[src/rtl/snake_input_ctrl.sv]
// Purpose: sync/debounce four buttons, turn presses into one committed direction, pace moves.
// Latency: raw press -> BtnPulse after DB_CYCLES+3 edges; pending -> Dir on the edge ending MoveTick.
// Backpressure: none; pulses are single-cycle and never stall, and the latest accepted request wins.
module snake_input_ctrl #(
  parameter int DB_CYCLES   = 500000,
  parameter int MOVE_PERIOD = 10000000,
  parameter int CNT_W       = 24
) (
  input  logic       ClkPort,
  input  logic       Reset_n,
  input  logic       BtnL,
  input  logic       BtnU,
  input  logic       BtnD,
  input  logic       BtnR,
  input  logic       Run,
  output logic [1:0] Dir,
  output logic       MoveTick,
  output logic       DirChanged,
  output logic [3:0] BtnPulse
);

  localparam logic [CNT_W-1:0] DB_LAST   = CNT_W'(DB_CYCLES - 1);
  localparam logic [CNT_W-1:0] TICK_LAST = CNT_W'(MOVE_PERIOD - 1);

  // Bit order {U, D, L, R} matches BtnPulse.
  logic [3:0]       btn_raw;
  logic [3:0]       sync1;
  logic [3:0]       sync2;
  logic [3:0]       db_lvl;
  logic [3:0]       db_prev;
  logic [CNT_W-1:0] db_cnt [4];
  logic [CNT_W-1:0] tick_cnt;
  logic             pend_vld;
  logic [1:0]       pend_dir;
  logic             req_vld;
  logic [1:0]       req_dir;
  logic             req_ok;
  logic             commit;

  assign btn_raw = {BtnU, BtnD, BtnL, BtnR};

  // Two-flop synchronizer for the asynchronous button inputs.
  always_ff @(posedge ClkPort or negedge Reset_n) begin
    if (!Reset_n) begin
      sync1 <= '0;
      sync2 <= '0;
    end else begin
      sync1 <= btn_raw;
      sync2 <= sync1;
    end
  end

  // Per-button debounce: level flips only after DB_CYCLES consecutive mismatching samples.
  always_ff @(posedge ClkPort or negedge Reset_n) begin
    if (!Reset_n) begin
      db_lvl <= '0;
      for (int i = 0; i < 4; i++) db_cnt[i] <= '0;
    end else begin
      for (int i = 0; i < 4; i++) begin
        if (sync2[i] == db_lvl[i]) begin
          db_cnt[i] <= '0;
        end else if (db_cnt[i] == DB_LAST) begin
          db_lvl[i] <= sync2[i];
          db_cnt[i] <= '0;
        end else begin
          db_cnt[i] <= db_cnt[i] + CNT_W'(1);
        end
      end
    end
  end

  // Registered rising-edge detect on the debounced levels; releases give no pulse.
  always_ff @(posedge ClkPort or negedge Reset_n) begin
    if (!Reset_n) begin
      db_prev  <= '0;
      BtnPulse <= '0;
    end else begin
      db_prev  <= db_lvl;
      BtnPulse <= db_lvl & ~db_prev;
    end
  end

  // Priority U > D > L > R; reject a request equal or opposite to the committed direction.
  always_comb begin
    req_vld = |BtnPulse;
    req_dir = 2'b00;
    if (BtnPulse[3])      req_dir = 2'b01;
    else if (BtnPulse[2]) req_dir = 2'b11;
    else if (BtnPulse[1]) req_dir = 2'b10;
    else                  req_dir = 2'b00;
    req_ok  = req_vld && (req_dir != Dir) && (req_dir != (Dir ^ 2'b10));
    commit  = MoveTick && pend_vld;
  end

  // Move tick counter: counts only while running, pulses on the cycle after a wrap.
  always_ff @(posedge ClkPort or negedge Reset_n) begin
    if (!Reset_n) begin
      tick_cnt <= '0;
      MoveTick <= 1'b0;
    end else if (!Run) begin
      tick_cnt <= '0;
      MoveTick <= 1'b0;
    end else if (tick_cnt == TICK_LAST) begin
      tick_cnt <= '0;
      MoveTick <= 1'b1;
    end else begin
      tick_cnt <= tick_cnt + CNT_W'(1);
      MoveTick <= 1'b0;
    end
  end

  // Pending request and committed direction; a request landing on a commit edge waits a tick.
  always_ff @(posedge ClkPort or negedge Reset_n) begin
    if (!Reset_n) begin
      Dir      <= 2'b00;
      pend_vld <= 1'b0;
      pend_dir <= 2'b00;
    end else if (!Run) begin
      Dir      <= 2'b00;
      pend_vld <= 1'b0;
    end else begin
      if (commit) Dir <= pend_dir;
      if (req_ok) begin
        pend_vld <= 1'b1;
        pend_dir <= req_dir;
      end else if (commit) begin
        pend_vld <= 1'b0;
      end
    end
  end

  // Flags the tick cycle whose closing edge loads a new direction.
  assign DirChanged = commit;

endmodule
[config.mk]
export PLATFORM = sky130hd
export DESIGN_NAME = snake_input_ctrl
export DESIGN_NICKNAME = d
export VERILOG_FILES = /design/src/rtl/snake_input_ctrl.sv
export SDC_FILE = /design/constraint.sdc
export NUM_CORES = 1
export LEC_CHECK = 0
export ABC_AREA = 1
export CAP_MARGIN = 10
export CELL_PAD_IN_SITES_DETAIL_PLACEMENT = 2
export CELL_PAD_IN_SITES_GLOBAL_PLACEMENT = 2
export CORE_MARGIN = 1.5
export CORE_UTILIZATION = 41
export CTS_BUF_LIST = sky130_fd_sc_hd__clkbuf_4
export DETAILED_ROUTE_END_ITERATION = 6
export PLACE_DENSITY_LB_ADDON = 0.1
export SETUP_SLACK_MARGIN = 0.1
export SLEW_MARGIN = 20
export SYNTH_ARGS = -nofsm -noshare
export SYNTH_HDL_FRONTEND = slang
export SYNTH_SLANG_ARGS = --single-unit
[constraint.sdc]
create_clock -name ClkPort -period 2.9 [get_ports ClkPort]
set_input_delay 0.58 -clock ClkPort [delete_from_list [all_inputs] [get_ports ClkPort]]
set_output_delay 0.58 -clock ClkPort [all_outputs]
set_load 0.02 [all_outputs]
==> parameters.txt, run 1 <==
Parameter                              Value

Timing
  Unrepaired setup endpoints after global routing    no
  Total Neg Setup Slack    0 ps
  Max transition margin    between 50 and 60%
  Peak Freq    425 MHz
  Final cycle utilization of the critical path    81.1%
  Final clock skew    21.3 ps
  Final worst path period need    roughly 2400 ps
  Pins over their slew limit    0
  Worst hold slack across all endpoints    -29.1 ps
  Final hold viol count    5
  Final count of negative-setup-slack endpoints    0
  Setup slack after layout    548 ps
  Actual transition at the worst max-transition pin    a little over 700 ps

Worst setup path
  Slowest-stage cell, CP    clkdlybuf4s50_1
  Critical Path Sink Type    output pin
  Count of buffering cells on the critical path with inverters included    2
  CP Depth    3
  Cells along the critical path    nand2_1, inv_1, clkdlybuf4s50_1
  Slack of the worst reg-to-reg path    about 1200 ps
  Origin of the critical flop-to-flop path    db_cnt[72]
  FF-to-FF End    db_cnt[75]
  Delay of the slowest cell on the worst path    590 ps
  Top Family by Delay on Critical Path    buffers and inverters
  Worst endpoint data arrival time    ~1800 ps
  Required @ worst endpoint    approximately 2300 ps
  Path depth of the worst reg2reg path    8
  Sort of element at the start of the critical path    flop
  Largest fanout on the critical path    6
  Type of the setup path with the least slack    flop to output pin

Routing
  Average detailed-routed wire length per instance    approximately 18 um
  Initial DRC Count    around 280
  Number of vias per cell    5.10
  Post-route DRC    0
  Antenna Nets Post-Route    0
  Total routed wirelength    ~24000 um
  Detailed Routing Iterations Pass 1    4
  Count of vias placed by the detailed router    7022

Clocking
  Number of clock sinks    146
  CTS Hold Buffers Added    0
  Clock Tree Root    clkbuf_4
  Later-pin clock latency in the skew report    approximately 580 ps
  Clock input transition at the sequential cells of the worst setup and hold paths    around 140 ps
  TritonCTS Buffers    17
  Post CTS Setup Buffer Count    0
  Number of gates resized after cts    0
  Htree depth    4
  Bufs on Longest Clock Path    2
  CTS tree    done

Yosys
  Distinct cell type count of the synthesized netlist    31
  Most common flop cell mapped by yosys    dfrtp_1
  Synthesized area per cell    roughly 7.5 sq um
  Count of state elements after synthesis    ~150
  Mux contribution to synthesized area    0%
  Synth Area in Compound Gates    2.30%
  Share of synthesized cell area in and, or, nand and nor gates    between 40% and 50%
  Synthesized-area fraction occupied by xor and xnor cells    under 10%
  FFs w/ async S/R, synth    between 90% and 100%
  Area contributors post-synth    dfrtp_1, nor2_1, nand2_1, nand3_1, inv_1
  Synth warnings    0
  Sequential area share after synthesis    between 40% and 50%
  Number of synthesized flops with an enable pin    0
  Most instantiated cells after synthesis    nor2_1, nand2_1, dfrtp_1
  Net count of the mapped netlist    roughly 1100
  Post-synthesis instance area    between 0.007 and 0.008 sq mm
  Synthesized-area fraction occupied by adder cells    0.784%
  Combinational family with the most area after synthesis    simple AND/OR/NAND/NOR gates
  Most numerous cell in the Yosys netlist    nor2_1
  Share of the synthesized area in the top cell type    approximately 46%
  Gate count of the mapped netlist    1071
  Top cell type by total area after synthesis    dfrtp_1

Hold path
  Worst hold path class    input port to asynchronous set/reset pin

Global routing
  Number of global-route vias before repair    a little over 8000
  Antenna violations before repair    1
  Largest net degree at the start of global routing    between 70 and 80
  Final global-route overflow total    0
  Global-route wire length before repair    between 40000 and 50000 um
  GRT Total Usage    roughly a quarter

Placed design
  Port Buf Inserts    14
  HPWL reported at the end of detailed placement    approximately 18000 um
  Placement-stage worst setup slack    just under 700 ps
  Final Wtd Congestion    between 0.7 and 0.8

Final layout
  Nets@finish    between 1000 and 1500
  Fillers    roughly 2300
  Share of cells above drive strength 1    between 10% and 20%
  Layout area overhead    9.41%

Floorplanning
  Die area    ~0.02 sq mm
  Number of placed I/O pins    15
  Starting Density    between 40 and 50%
  Area of the core    0.0189 sq mm
  DIE WIDTH    between 100 and 150 um
  Floorplan row count    50
  Vertical die dimension    143 um

Run status
  Status    complete, but fails checks
  Violated checks    hold timing

Power and ir drop
  Leakage component of the power    about 3.5 nW
  Overall power consumption    0.00349 W
  Areal power density over the cells    ~400 mW/mm^2
  Worst IR Drop VDD    between 200 and 250 uV

Run
  Reported max-cap violation count    0
[report_power, final]
| part | switching [W] | internal, W | total (W) |
|---|---|---|---|
| Sequential | 0.0000210 | 0.00206 | 0.00208 |
| Combinational | 0.000105 | 0.0000371 | 0.000142 |
| Clock | 0.000769 | 0.000498 | 0.00127 |
[per-stage QoR]
stage                     std cells  instance area [sq um]  utilization [%]  hold slack [ps]
after floorplan                1071                   7980                -              284
after global placement         1345                   8470             44.9              333
after detailed placement       1345                   8470             44.9              337
after CTS                      1376                   8730             46.2             4.00
after global routing           1377                   8730             46.2             17.0
final                          1377                   8730             46.2            -29.1
[cell families after synthesis]
| group | Yosys count |
|---|---|
| simple gates | 720 |
| flops | 146 |
| buf+inv | 116 |
| xor+xnor | 48 |
| compound gates | 36 |
| fa+ha+maj | 5 |
[registers in the layout (all words and copies together) (netlist names)]
name / cells
db_lvl: 4
sync1: 4
db_cnt: 96
sync2: 4
tick_cnt: 24
db_prev: 4
BtnPulse: 4
pend_vld: 1
MoveTick: 1
Dir: 2
pend_dir: 2
[routing by layer]
metal | wire, um | GRT usage, % | vias to the layer above
met5 | 0 | 0 | -
met4 | 386 | 7.60 | 0
met3 | 316 | 3.03 | 27
met2 | 13100 | 49.7 | 49
met1 | 10500 | 30.3 | 3567
li1 | - | - | 3379
[worst max-delay path by stage]
stage               startpoint          end  slack (ps)
finish                pend_vld   DirChanged         550
global route          pend_vld   DirChanged         440
CTS                   pend_vld   DirChanged         510
detailed placement         Run  pend_dir[1]         680
global placement           Run  pend_dir[1]         790
floorplan           db_cnt[24]   db_cnt[42]        1540
[placed cells by master (no fill, tap or decap), types with 8 or more instances in the layout]
master / netlist / layout
nor2_1: 276 / 276
nand2_1: 262 / 262
dfrtp_1: 146 / 146
inv_1: 99 / 99
nand3_1: 78 / 78
xor2_1: 31 / 31
nor2_2: 24 / 24
nor3_1: 22 / 22
clkbuf_4: 0 / 18
a21oi_1: 16 / 16
nor2_4: 14 / 14
xnor2_1: 14 / 14
nand2_2: 13 / 13
o21ai_0: 13 / 13
clkdlybuf4s50_1: 0 / 13
inv_2: 11 / 11
nand3_2: 8 / 8
[layout make-up]
cell class | count | area, sq um | area share, %
Antenna cell | 1 | 2.50 | 0.0287
Sequential cell | 146 | 3650 | 41.8
Clock buffer | 18 | 135 | 1.55
Inverter | 111 | 419 | 4.80
Clock inverter | 13 | 120 | 1.38
Multi-Input combinational cell | 809 | 3880 | 44.5
Tap cell | 260 | 325 | 3.73
Timing Repair Buffer | 19 | 191 | 2.19
(Power assumes the default switching activity.)
==> run 2: changes to the inputs <==
- CORE_UTILIZATION: 41 -> 38
- clock period: 2.9 -> 2.3 ns (I/O delays scaled with it)
==> run 2 against run 1 <==
Net effect:
- clock skew fell by 1.8 ps
- combinational power rose by 27%
- global-route usage fell by 3.3 points
- the flow now finishes without violations
- highest routed layer unchanged
- largest cell class unchanged
- sequential share of layout area fell by 0.13 points
- core utilization fell by 3.3 points
==> parameters.txt, run 2 (synthesized netlist as in run 1, its figures left out) <==
Parameter                              Value

Run status
  Status    finished, final reports clean (was complete, but fails checks)

Global routing
  Antenna violations before repair    1 (unchanged)
  Final global-route overflow total    0 (unchanged)
  Global-route wire length before repair    39100 um (was 40900 um)
  Number of global-route vias before repair    7793 (was 8051)
  GRT Total Usage    22.7% (was 26.0%)
  Largest net degree at the start of global routing    49 (was 75)

Worst setup path
  Origin of the critical flop-to-flop path    db_cnt[72] (unchanged)
  Slack of the worst reg-to-reg path    600 ps (was 1150 ps)
  Count of buffering cells on the critical path with inverters included    1 (was 2)
  Largest fanout on the critical path    2 (was 6)
  Slowest-stage cell, CP    clkdlybuf4s50_1 (unchanged)
  Cells along the critical path    clkdlybuf4s50_1 (was nand2_1, inv_1, clkdlybuf4s50_1)
  Type of the setup path with the least slack    flop to output pin (unchanged)
  Path depth of the worst reg2reg path    8 (unchanged)
  Required @ worst endpoint    1840 ps (was 2320 ps)
  Critical Path Sink Type    output pin (unchanged)
  FF-to-FF End    db_cnt[87] (was db_cnt[75])
  Delay of the slowest cell on the worst path    630 ps (was 590 ps)
  Sort of element at the start of the critical path    flop (unchanged)
  Top Family by Delay on Critical Path    buffers and inverters (unchanged)
  Worst endpoint data arrival time    1630 ps (was 1770 ps)

Placed design
  Final Wtd Congestion    0.805 (was 0.777)
  HPWL reported at the end of detailed placement    17400 um (was 18100 um)
  Port Buf Inserts    14 (unchanged)
  Placed Area    0.00849 sq mm (was 0.00847 sq mm)

Timing
  Unrepaired setup endpoints after global routing    no (unchanged)
  Final count of negative-setup-slack endpoints    0 (unchanged)
  Total Neg Setup Slack    0 ps (unchanged)
  Pins over their slew limit    0 (unchanged)
  Final worst path period need    ~2100 ps
  Actual transition at the worst max-transition pin    527 ps (was 717 ps)
  Final cycle utilization of the critical path    about 90%
  Final hold viol count    0 (was 5)
  Max transition margin    64.8% (was 52.2%)
  Final clock skew    19.6 ps (was 21.3 ps)
  Peak Freq    about 480 MHz

Routing
  Count of vias placed by the detailed router    6925 (was 7022)
  Detailed Routing Iterations Pass 1    4 (unchanged)
  Antenna Nets Post-Route    0 (unchanged)
  Number of vias per cell    4.99 (was 5.10)
  Initial DRC Count    175 (was 276)
  Post-route DRC    0 (unchanged)
  Average detailed-routed wire length per instance    16.4 um (was 17.7 um)
  Total routed wirelength    22700 um (was 24300 um)

Power and ir drop
  Areal power density over the cells    503 mW/mm^2 (was 399 mW/mm^2)
  Leakage component of the power    3.58 nW (was 3.55 nW)
  Worst IR Drop VDD    283 uV (was 246 uV)

Hold path
  Worst hold path class    input port to flop (was input port to asynchronous set/reset pin)
  Endpoint with the worst hold slack    sync1[2]
  Hold wc startpoint    BtnD
  Count of cells along the worst hold path    1

Floorplanning
  Die area    0.0219 sq mm (was 0.0203 sq mm)
  Vertical die dimension    148 um (was 143 um)
  Area of the core    0.0204 sq mm (was 0.0189 sq mm)
  Floorplan row count    52 (was 50)
  Starting Density    39.1% (was 42.2%)
  DIE WIDTH    148 um (was 143 um)
  Number of placed I/O pins    15 (unchanged)

Final layout
  Area taken by flip-flops and latches    0.00365 sq mm (unchanged)
  Max FFs per register    96 (unchanged)
  Top Registers    db_cnt: 96 flops, tick_cnt: 24 flops (unchanged)
  Reg with most FFs    db_cnt (unchanged)
  Layout area overhead    9.75% (was 9.41%)
  Nets@finish    1116 (unchanged)
  Area of all placed cells without fillers    0.00876 sq mm (was 0.00873 sq mm)
  Fillers    2469 (was 2286)
  Most frequent cells in the layout    nor2_1, nand2_1, dfrtp_1, inv_1, nand3_1 (unchanged)
  Share of cells above drive strength 1    10.5% (was 10.3%)
  Footprint of the multi-input gates    0.00388 sq mm (unchanged)
  Most common library cell in the layout ignoring fill and taps    nor2_1 (unchanged)
  Post-route core utilization    42.9% (was 46.2%)

Run
  Reported max-cap violation count    0 (unchanged)

Clocking
  TritonCTS Buffers    17 (unchanged)
  Clock Tree Root    clkbuf_4 (unchanged)
  Htree depth    4 (unchanged)
  CTS tree    done (unchanged)
  Clock input transition at the sequential cells of the worst setup and hold paths    130 ps (was 140 ps)
  Number of clock sinks    146 (unchanged)
  Later-pin clock latency in the skew report    580 ps (about the same)
  Post CTS Setup Buffer Count    0 (unchanged)
  Bufs on Longest Clock Path    2 (unchanged)
## run 2: changes by cell type in the layout (fill, tap and decap cells not counted), sizes merged
cell and delta:
dlygate4sd3 +1, clkdlybuf4s50 -3, dlygate4sd2 +2, buf -1, dlymetal6s2s +1
## run 2: per-stage QoR
stage	power (W)	hold slack [ps]	instances	setup WS (ps)
after floorplan	0.00274	164	1071	938
after global placement	0.00285	333	1354	395
after detailed placement	0.00286	343	1354	333
after CTS	0.00449	262	1386	112
after global routing	0.00460	267	1387	122
final	0.00441	315	1387	209
## run 2: power by group
part,leakage [nW],switching [W],total (W),internal [W]
sequential,2.01,0.0000286,0.00262,0.00259
clock,0.138,0.000977,0.00161,0.000629
combinational,1.44,0.000130,0.000180,0.0000494
## run 2: what timing repair did
action                                  in CTS  in global routing
resized for setup                            2                  1
pin swaps                                    0                  0
hold endpoints to repair                    36                  0
hold buffers                                 1                  0
endpoints found under the setup margin       2                  1
## run 2: layer usage
metal / vias to the layer above / wire length, um / GRT usage (%)
li1: 3386 / - / -
met1: 3479 / 10900 / 29.5
met2: 39 / 11200 / 39.0
met3: 21 / 402 / 3.92
met4: 0 / 229 / 6.39
met5: - / 0 / 0
## run 2: worst max path at each step
stage	from	endpoint	slack [ps]	cells past startpoint
after floorplan	db_cnt[24]	db_cnt[42]	940	8
after global placement	Run	pend_dir[1]	390	6
after detailed placement	Run	pend_dir[1]	330	6
after CTS	BtnPulse[2]	BtnPulse[2]	110	1
after global routing	BtnPulse[0]	BtnPulse[0]	120	1
final	BtnPulse[0]	BtnPulse[0]	210	1
## run 2: area by class of cell
| cell class | count | share of cell area (%) |
|---|---|---|
| antenna | 1 | 0.0286 |
| clock buffer | 18 | 1.54 |
| clock inverter | 13 | 1.37 |
| inverter | 111 | 4.79 |
| multi-input combinational | 809 | 44.4 |
| sequential | 146 | 41.7 |
| tap | 270 | 3.86 |
| timing repair buffer | 19 | 2.36 |
==> run 3: changes to the inputs <==
- GPL_TIMING_DRIVEN: not set -> 0
- TNS_END_PERCENT: not set -> 20
==> run 3 against run 2 <==
Net effect:
- die area did not move
- sequential share of layout area fell by 0.21 points
- worst hold slack got worse by 11 ps
- maximum frequency down 0.40%
- register-to-register slack got worse by 30 ps
- final cell count rose by 0.22%
- power rose by 4.2%
- critical path depth unchanged
- wire length is 0.30% lower
- via count decreased by 0.23%
- clock skew increased by 1.7 ps
- core utilization rose by 0.21 points
- critical path type unchanged
==> parameters.txt, run 3 (synthesized netlist as in run 1, its figures left out) <==
Parameter                              Value

Run status
  Status    finished, final reports clean (unchanged)

Worst setup path
  FF-to-FF End    db_cnt[73] (was db_cnt[87])
  Origin of the critical flop-to-flop path    db_cnt[72] (unchanged)
  Delay of the slowest cell on the worst path    660 ps (was 630 ps)
  Slack of the worst reg-to-reg path    570 ps (was 600 ps)
  Sort of element at the start of the critical path    flop (unchanged)
  Path depth of the worst reg2reg path    8 (unchanged)
  Worst endpoint data arrival time    1640 ps (was 1630 ps)
  Largest fanout on the critical path    3 (was 2)
  CP Depth    1 (unchanged)
  Critical Path Sink Type    output pin (unchanged)
  Required @ worst endpoint    1840 ps (about the same)
  Cells along the critical path    clkdlybuf4s50_1 (unchanged)
  Count of buffering cells on the critical path with inverters included    1 (unchanged)
  Slowest-stage cell, CP    clkdlybuf4s50_1 (unchanged)
  Top Family by Delay on Critical Path    buffers and inverters (unchanged)
  Type of the setup path with the least slack    flop to output pin (unchanged)

Routing
  Average detailed-routed wire length per instance    16.3 um (was 16.4 um)
  Detailed Routing Iterations Pass 1    4 (unchanged)
  Antenna Nets Post-Route    0 (unchanged)
  Total routed wirelength    22700 um (about the same)
  Number of vias per cell    4.97 (was 4.99)
  Post-route DRC    0 (unchanged)
  Count of vias placed by the detailed router    6909 (was 6925)
  Initial DRC Count    244 (was 175)

Floorplanning
  Die area    0.0219 sq mm (unchanged)
  DIE WIDTH    148 um (unchanged)
  Number of placed I/O pins    15 (unchanged)
  Floorplan row count    52 (unchanged)
  Starting Density    39.1% (unchanged)
  Area of the core    0.0204 sq mm (unchanged)
  Vertical die dimension    148 um (unchanged)

Clocking
  Htree depth    4 (unchanged)
  CTS tree    done (unchanged)
  Bufs on Longest Clock Path    2 (unchanged)
  Number of clock sinks    146 (unchanged)
  Later-pin clock latency in the skew report    570 ps (was 580 ps)
  Clock Tree Root    clkbuf_4 (unchanged)
  Clock input transition at the sequential cells of the worst setup and hold paths    150 ps (was 130 ps)
  TritonCTS Buffers    17 (unchanged)

Timing
  Worst hold slack across all endpoints    304 ps (was 315 ps)
  Setup slack after layout    201 ps (was 209 ps)
  Final hold viol count    0 (unchanged)
  Final cycle utilization of the critical path    91.3% (was 90.9%)
  Actual transition at the worst max-transition pin    642 ps (was 527 ps)
  Final clock skew    21.3 ps (was 19.6 ps)
  Unrepaired setup endpoints after global routing    no (unchanged)
  Max transition margin    57.2% (was 64.8%)
  Final worst path period need    2100 ps (was 2090 ps)
  Pins over their slew limit    0 (unchanged)
  Peak Freq    476 MHz (was 478 MHz)
  Final count of negative-setup-slack endpoints    0 (unchanged)

Hold path
  Count of cells along the worst hold path    1 (unchanged)
  Worst hold path class    input port to flop (unchanged)
  Endpoint with the worst hold slack    sync1[0] (was sync1[2])
  Hold wc startpoint    BtnR (was BtnD)

Final layout
  Fillers    2445 (was 2469)
  Footprint of the multi-input gates    0.00388 sq mm (unchanged)
  Share of cells above drive strength 1    10.6% (was 10.5%)
  Area taken by flip-flops and latches    0.00365 sq mm (unchanged)
  Top Registers    db_cnt: 96 flops, tick_cnt: 24 flops (unchanged)
  Post-route core utilization    43.1% (was 42.9%)
  Cell Count, Final, Fillers Out    1390 (was 1387)
  Most common library cell in the layout ignoring fill and taps    nor2_1 (unchanged)
  Nets@finish    1118 (was 1116)
  Most frequent cells in the layout    nor2_1, nand2_1, dfrtp_1, inv_1, nand3_1 (unchanged)
  Reg with most FFs    db_cnt (unchanged)
  Max FFs per register    96 (unchanged)
  Layout area overhead    10.3% (was 9.75%)

Power and ir drop
  Worst IR Drop VDD    309 uV (was 283 uV)
  Areal power density over the cells    522 mW/mm^2 (was 503 mW/mm^2)
  Design internal power    0.00340 W (was 0.00327 W)
  Proportion of power drawn by combinational gates    4.0% (was 4.1%)
  Overall power consumption    0.00459 W (was 0.00441 W)
  Part of the total power dissipated in the clock network    39.0% (was 36.4%)
  Leakage component of the power    3.59 nW (was 3.58 nW)
  Sequential Power Share    57.0% (was 59.5%)
  Switching share of total power    26.0% (was 25.8%)
  Power dissipated by switching net loads    0.00119 W (was 0.00114 W)

Global routing
  Number of global-route vias before repair    7605 (was 7793)
  Global-route wire length before repair    38500 um (was 39100 um)
  Antenna violations before repair    1 (unchanged)
  Largest net degree at the start of global routing    90 (was 49)
  GRT Total Usage    22.5% (was 22.7%)
  Final global-route overflow total    0 (unchanged)

Placed design
  HPWL reported at the end of detailed placement    17200 um (was 17400 um)
  Port Buf Inserts    14 (unchanged)
  Placement-stage worst setup slack    269 ps (was 333 ps)
  Placed cells    1356 (was 1354)
  Final Wtd Congestion    0.780 (was 0.805)

Run
  Reported max-cap violation count    0 (unchanged)
run 3: power by group through the flow:
stage	registers, W	clock network (W)	logic [W]
finish	0.00262	0.00179	0.000184
detailed placement	0.00267	0	0.000190
global placement	0.00267	0	0.000178
global route	0.00263	0.00194	0.000216
CTS	0.00262	0.00186	0.000193
floorplan	0.00266	0	0.0000794
run 3: final cells by class:
class / count / share of cell area (%)
clock buffer: 18 / 1.53
tap: 270 / 3.84
multi-input combinational: 809 / 44.1
clock inverter: 14 / 1.85
timing repair buffer: 16 / 2.09
buffer: 5 / 0.270
antenna: 1 / 0.0284
sequential: 146 / 41.5
inverter: 111 / 4.76
run 3: worst max-delay path by stage:
stage	slack [ps]	startpoint	end
global placement	-5620	Reset_n	db_cnt[67]
global route	110	BtnPulse[1]	BtnPulse[1]
floorplan	940	db_cnt[24]	db_cnt[42]
finish	200	BtnPulse[1]	BtnPulse[1]
CTS	110	BtnPulse[2]	BtnPulse[2]
detailed placement	270	Run	tick_cnt[2]
run 3: what timing repair did:
| item | in CTS | in global routing |
|---|---|---|
| setup buffers | 0 | 0 |
| setup endpoints to repair | 1 | 1 |
| resized for setup | 1 | 1 |
| hold endpoints to repair | 57 | 0 |
| hold buffers | 1 | 0 |
run 3: stage by stage:
stage	cell area, sq um	setup TNS [ps]
3_3_place_gp	8460	-818470
4_1_cts	8800	0
5_1_grt	8800	0
6_report	8800	0
3_5_place_dp	8490	0
2_1_floorplan	7980	0
run 3: routing by layer:
layer | vias up | GRT usage, % | share of wire [%]
met2 | 33 | 40.2 | 52
met4 | 0 | 5.50 | 0.93
met3 | 13 | 3.40 | 1.3
li1 | 3384 | - | -
met5 | - | 0 | 0
met1 | 3479 | 28.4 | 46
